## config.mk

```make
export PLATFORM = sky130hd
export DESIGN_NAME = fifo_wr_arbiter
export DESIGN_NICKNAME = d
export VERILOG_FILES = /design/src/rtl/fifo_wr_arbiter.sv
export SDC_FILE = /design/constraint.sdc
export NUM_CORES = 1
export LEC_CHECK = 0
export CORE_AREA = 5 5 63 65
export DETAILED_ROUTE_END_ITERATION = 16
export DIE_AREA = 0 0 68 70
export SLEW_MARGIN = 20
export SYNTH_ARGS = -nofsm -noshare
export SYNTH_HDL_FRONTEND = slang
export SYNTH_SLANG_ARGS = --single-unit
```

## constraint.sdc

```tcl
create_clock -name clk -period 2.6 [get_ports clk]
set_input_delay 0.39 -clock clk [delete_from_list [all_inputs] [get_ports clk]]
set_output_delay 0.39 -clock clk [all_outputs]
set_load 0.02 [all_outputs]
```

## src/rtl/fifo_wr_arbiter.sv

```systemverilog
// Multi-requester write arbiter in front of a single FIFO write port, with bounded bursts per grant.
// Define FIFO_ARB_FIXED_PRIO_EN for fixed-priority selection (lowest index wins); round-robin otherwise.
module fifo_wr_arbiter #(
    parameter int DATA_WIDTH = 8,
    parameter int NUM_REQ    = 4,
    parameter int MAX_BURST  = 4
) (
    input  logic                          clk,
    input  logic                          reset,
    input  logic [NUM_REQ-1:0]            req,
    input  logic [NUM_REQ*DATA_WIDTH-1:0] req_data,
    input  logic                          full,
    output logic [NUM_REQ-1:0]            gnt,
    output logic [NUM_REQ-1:0]            ack,
    output logic                          wr,
    output logic [DATA_WIDTH-1:0]         w_data
);

    localparam int PW = (NUM_REQ > 1) ? $clog2(NUM_REQ) : 1;
    localparam int CW = $clog2(MAX_BURST + 1);

    typedef enum logic {
        IDLE,
        BUSY
    } state_e;

    state_e               state_q, state_d;
    logic [NUM_REQ-1:0]   gnt_q, gnt_d;
    logic [CW-1:0]        burstCnt_q, burstCnt_d;

    logic [NUM_REQ-1:0]   winnerOh;
    logic [PW-1:0]        winnerIdx;
    logic                 winnerValid;
    logic                 ownerReq;
    logic                 burstDone;
    logic                 grantEnds;
    logic                 takeGrant;

`ifndef FIFO_ARB_FIXED_PRIO_EN
    logic [PW-1:0]        rrPtr_q, rrPtr_d;
`endif

    // Winner search over the raw req vector; in round-robin mode the current owner sits
    // last in the search order, so it is only re-selected when nobody else is asking.
    always_comb begin : selectWinner
        int idx;
        idx         = 0;
        winnerOh    = '0;
        winnerIdx   = '0;
        winnerValid = 1'b0;
`ifdef FIFO_ARB_FIXED_PRIO_EN
        for (int i = NUM_REQ - 1; i >= 0; i--) begin
            if (req[i]) begin
                winnerValid = 1'b1;
                winnerIdx   = PW'(i);
            end
        end
`else
        for (int k = NUM_REQ - 1; k >= 0; k--) begin
            idx = (int'(rrPtr_q) + k) % NUM_REQ;
            if (req[PW'(idx)]) begin
                winnerValid = 1'b1;
                winnerIdx   = PW'(idx);
            end
        end
`endif
        if (winnerValid) begin
            winnerOh[winnerIdx] = 1'b1;
        end
    end

    always_ff @(posedge clk or negedge reset) begin
        if (!reset) begin
            state_q    <= IDLE;
            gnt_q      <= '0;
            burstCnt_q <= '0;
        end else begin
            state_q    <= state_d;
            gnt_q      <= gnt_d;
            burstCnt_q <= burstCnt_d;
        end
    end

    always_comb begin
        ownerReq   = |(gnt_q & req);
        burstDone  = wr && (burstCnt_q == CW'(MAX_BURST - 1));
        grantEnds  = !ownerReq || burstDone;
        takeGrant  = 1'b0;
        state_d    = state_q;
        gnt_d      = gnt_q;
        burstCnt_d = burstCnt_q;
        case (state_q)
            IDLE: begin
                if (winnerValid) begin
                    takeGrant  = 1'b1;
                    state_d    = BUSY;
                    gnt_d      = winnerOh;
                    burstCnt_d = '0;
                end
            end
            BUSY: begin
                if (grantEnds) begin
                    burstCnt_d = '0;
                    if (winnerValid) begin
                        takeGrant = 1'b1;
                        gnt_d     = winnerOh;
                    end else begin
                        state_d = IDLE;
                        gnt_d   = '0;
                    end
                end else if (wr) begin
                    burstCnt_d = burstCnt_q + 1'b1;
                end
            end
            default: begin
                state_d    = IDLE;
                gnt_d      = '0;
                burstCnt_d = '0;
            end
        endcase
    end

`ifndef FIFO_ARB_FIXED_PRIO_EN
    always_comb begin
        rrPtr_d = rrPtr_q;
        if (takeGrant) begin
            rrPtr_d = (winnerIdx == PW'(NUM_REQ - 1)) ? '0 : winnerIdx + 1'b1;
        end
    end

    always_ff @(posedge clk or negedge reset) begin
        if (!reset) begin
            rrPtr_q <= '0;
        end else begin
            rrPtr_q <= rrPtr_d;
        end
    end
`endif

    // Full stalls the owner in place: no ack, so the burst count and grant simply hold.
    always_comb begin
        gnt    = gnt_q;
        ack    = gnt_q & req & {NUM_REQ{~full}};
        wr     = |ack;
        w_data = '0;
        for (int i = 0; i < NUM_REQ; i++) begin
            if (gnt_q[i]) begin
                w_data = w_data | req_data[i*DATA_WIDTH +: DATA_WIDTH];
            end
        end
    end

endmodule
```

==> out/results.ini <==
[clock_network]
clock_path_buffers = 2
h-tree-depth = 1
cts_tree = built
cts.sinks = 10
cts-buffers-inserted = 3
path_clk_slew_ps = 60
cts_hold_buf = 0
root_buffer = clkbuf_4
ctsResizeCount = 0
clk_latency_ps = 260
post_cts_buffers = 0

[sta]
maxSlewViolCount = 0
finalHoldViolations = 0
setup_viol = 0
setup_tns_ps = 0
rsz0062_at_grt = no
max_freq_ghz = 0.406
worstMarginPinSlew_ps = 450
layout_min_cycle_time_ps = 2460
skew_ps = 0.529
finalCritPeriodShare = 0.946
fin_ws_ps = 140
whs_ps = 444
max_slew_margin = 0.699

[setup_path]
worstPathMaxFanout = 8
criticalPathCategory = primary input to primary output
end_kind = primary output
crit_top_cell = clkdlybuf4s50_1
critPathRequiredTime_ps = 2210
reg2reg_depth = 6
r2r_start = rrPtr_q[1]
r2r_slack_ps = 750
critPathMaxStageDelay_ps = 610
crit_chain = clkdlybuf4s50_1 -> nand2_1 -> nand4_4 -> nor2b_1 -> clkdlybuf4s50_1
slowest_stage = clkdlybuf4s50_1
cp_num_buf_inv = 2
cp.arrival_ps = 2070
cpLargestDelayFamily = buffers and inverters
r2r-end = rrPtr_q[1]
cp-start-kind = primary input

[layout]
area.sequential_um2 = 250
drive_gt1_frac = 0.0634
final_net_count = 189
multi_input_area_um2 = 512
final_cells = 188
fillers = 335
final_cell_mix = 55 x clkdlybuf4s50_1, 16 x a22oi_1, 12 x nand2_1
diodes = 0
area_growth_syn_to_layout_pct = 77.2
final_util = 0.432
layout_commonest_cell = clkdlybuf4s50_1

[synth]
synth_top_cell_area_share = 0.313
syn_nets = 132
synthDistinctLibCells = 26
syn-cell-area_um2 = 801
synth_warnings = 0
syn_inst = 87
yosys.area.top_type = dfrtp_1
ys_ff_latch = 10
synth.top_cells.by_area = dfrtp_1 31%, a22oi_1 15%, ha_1 9.4%
synth-seq-area-share = 0.313
avgSynthCellArea_um2 = 9.20

[die]
fp.coreArea_um2 = 3280
die_w_um = 68
dieArea_um2 = 4760
rows = 21
ios = 56
die_h_um = 70
start_util = 0.244

[detailed_routing]
vias = 892
drc = 0
drt_wl_total_mm = 2.72
antenna_left = 0
vias_per_cell = 4.74
drt_iter0_drc = 46
wire_per_inst_um = 14.5
dr.pass1.iters = 4

[global_route]
grt_pass1_wl_mm = 4.26
grt_overflow = 0
grt_max_degree = 12
grt_pass1_vias = 880
antenna_found_initial = 0
grt_usage = 0.115

[power_and_ir_drop]
vdd_drop_max_mv = 0.246
power_density_nw_per_um2 = 872
leakage_uw = 0.000577

[flow_run]
cap_violations = 0

[placed_design]
dp_cells = 185
place_congestion = 0.750
pre_cts_slack_ps = 148
dp_hpwl_mm = 2.23
port-buffer-count = 55

[worst_hold_path]
min_path_type = primary input to asynchronous set/reset pin

[outcome]
outcome = finished, final reports clean

report_power, final:
part	total, uW	internal (uW)	leakage, uW	switching, uW
clock	102	53.3	0.0000138	48.6
combinational	818	435	0.000438	383
sequential	317	207	0.000125	110
total	1240	696	0.000577	541
cell families after synthesis:
| group | share of synthesized area |
|---|---|
| buffers and inverters | 0.0484 |
| DFF | 0.313 |
| and+or+nand+nor | 0.172 |
| muxes | 0.0578 |
| adders and majority gates | 0.0937 |
| AOI/OAI and AO/OA | 0.316 |
worst max-delay path by stage:
stage                     slack (ps)         end  cells after the start       start
after floorplan                  870  rrPtr_q[1]                      6  rrPtr_q[1]
after global placement           160          wr                      5      req[3]
final                            140          wr                      5      req[3]
after global routing              30          wr                      5      req[3]
after CTS                        140          wr                      5      req[3]
after detailed placement         150          wr                      5      req[3]
routing by layer:
layer,track usage,share of wire,wire [um]
met5,0,0,0
met4,0.0574,0.027,74
met3,0.00962,0.052,142
met2,0.199,0.54,1470
met1,0.138,0.38,1030
final cells by class:
type                            instances  share of cell area
Clock buffer                            3              0.0159
Inverter                                5              0.0132
Multi-Input combinational cell         68               0.361
Sequential cell                        10               0.176
Tap cell                               46              0.0406
Timing Repair Buffer                   56               0.393
worst reg2reg max path, stage by stage, from the launching register on:
cell and delay (ps):
dfrtp_1 440, mux2i_1 140, and2_1 160, a311o_1 380, inv_1 110, ha_1 230
mux2_1 290
synthesized netlist by cell type:
cell,instances
nor2b_1,1
a311o_1,1
or4_4,1
mux2_4,1
nor2_1,8
inv_1,5
ha_1,6
buf_2,4
mux2i_1,2
a31oi_1,1
a31o_2,1
a22o_1,4
o31ai_1,1
and2_1,1
nand2_1,12
nand4_4,1
mux2_1,1
nand2b_1,2
o22ai_1,3
a21oi_1,1
o22a_1,1
a32oi_4,1
a22oi_1,16
dfrtp_1,10
o21ai_0,1
nand3_1,1
sequential cells by signal, indices dropped and copies added (netlist names):
signal      flops
gnt             4
burstCnt_q      3
rrPtr_q         2
state_q         1
stage by stage:
step                cell area (um^2)  total power (uW)
floorplan                        801               789
global placement                1400              1130
detailed placement              1400              1150
CTS                             1420              1250
global route                    1420              1330
finish                          1420              1240
Note: power is estimated with default switching activity, not from simulation.
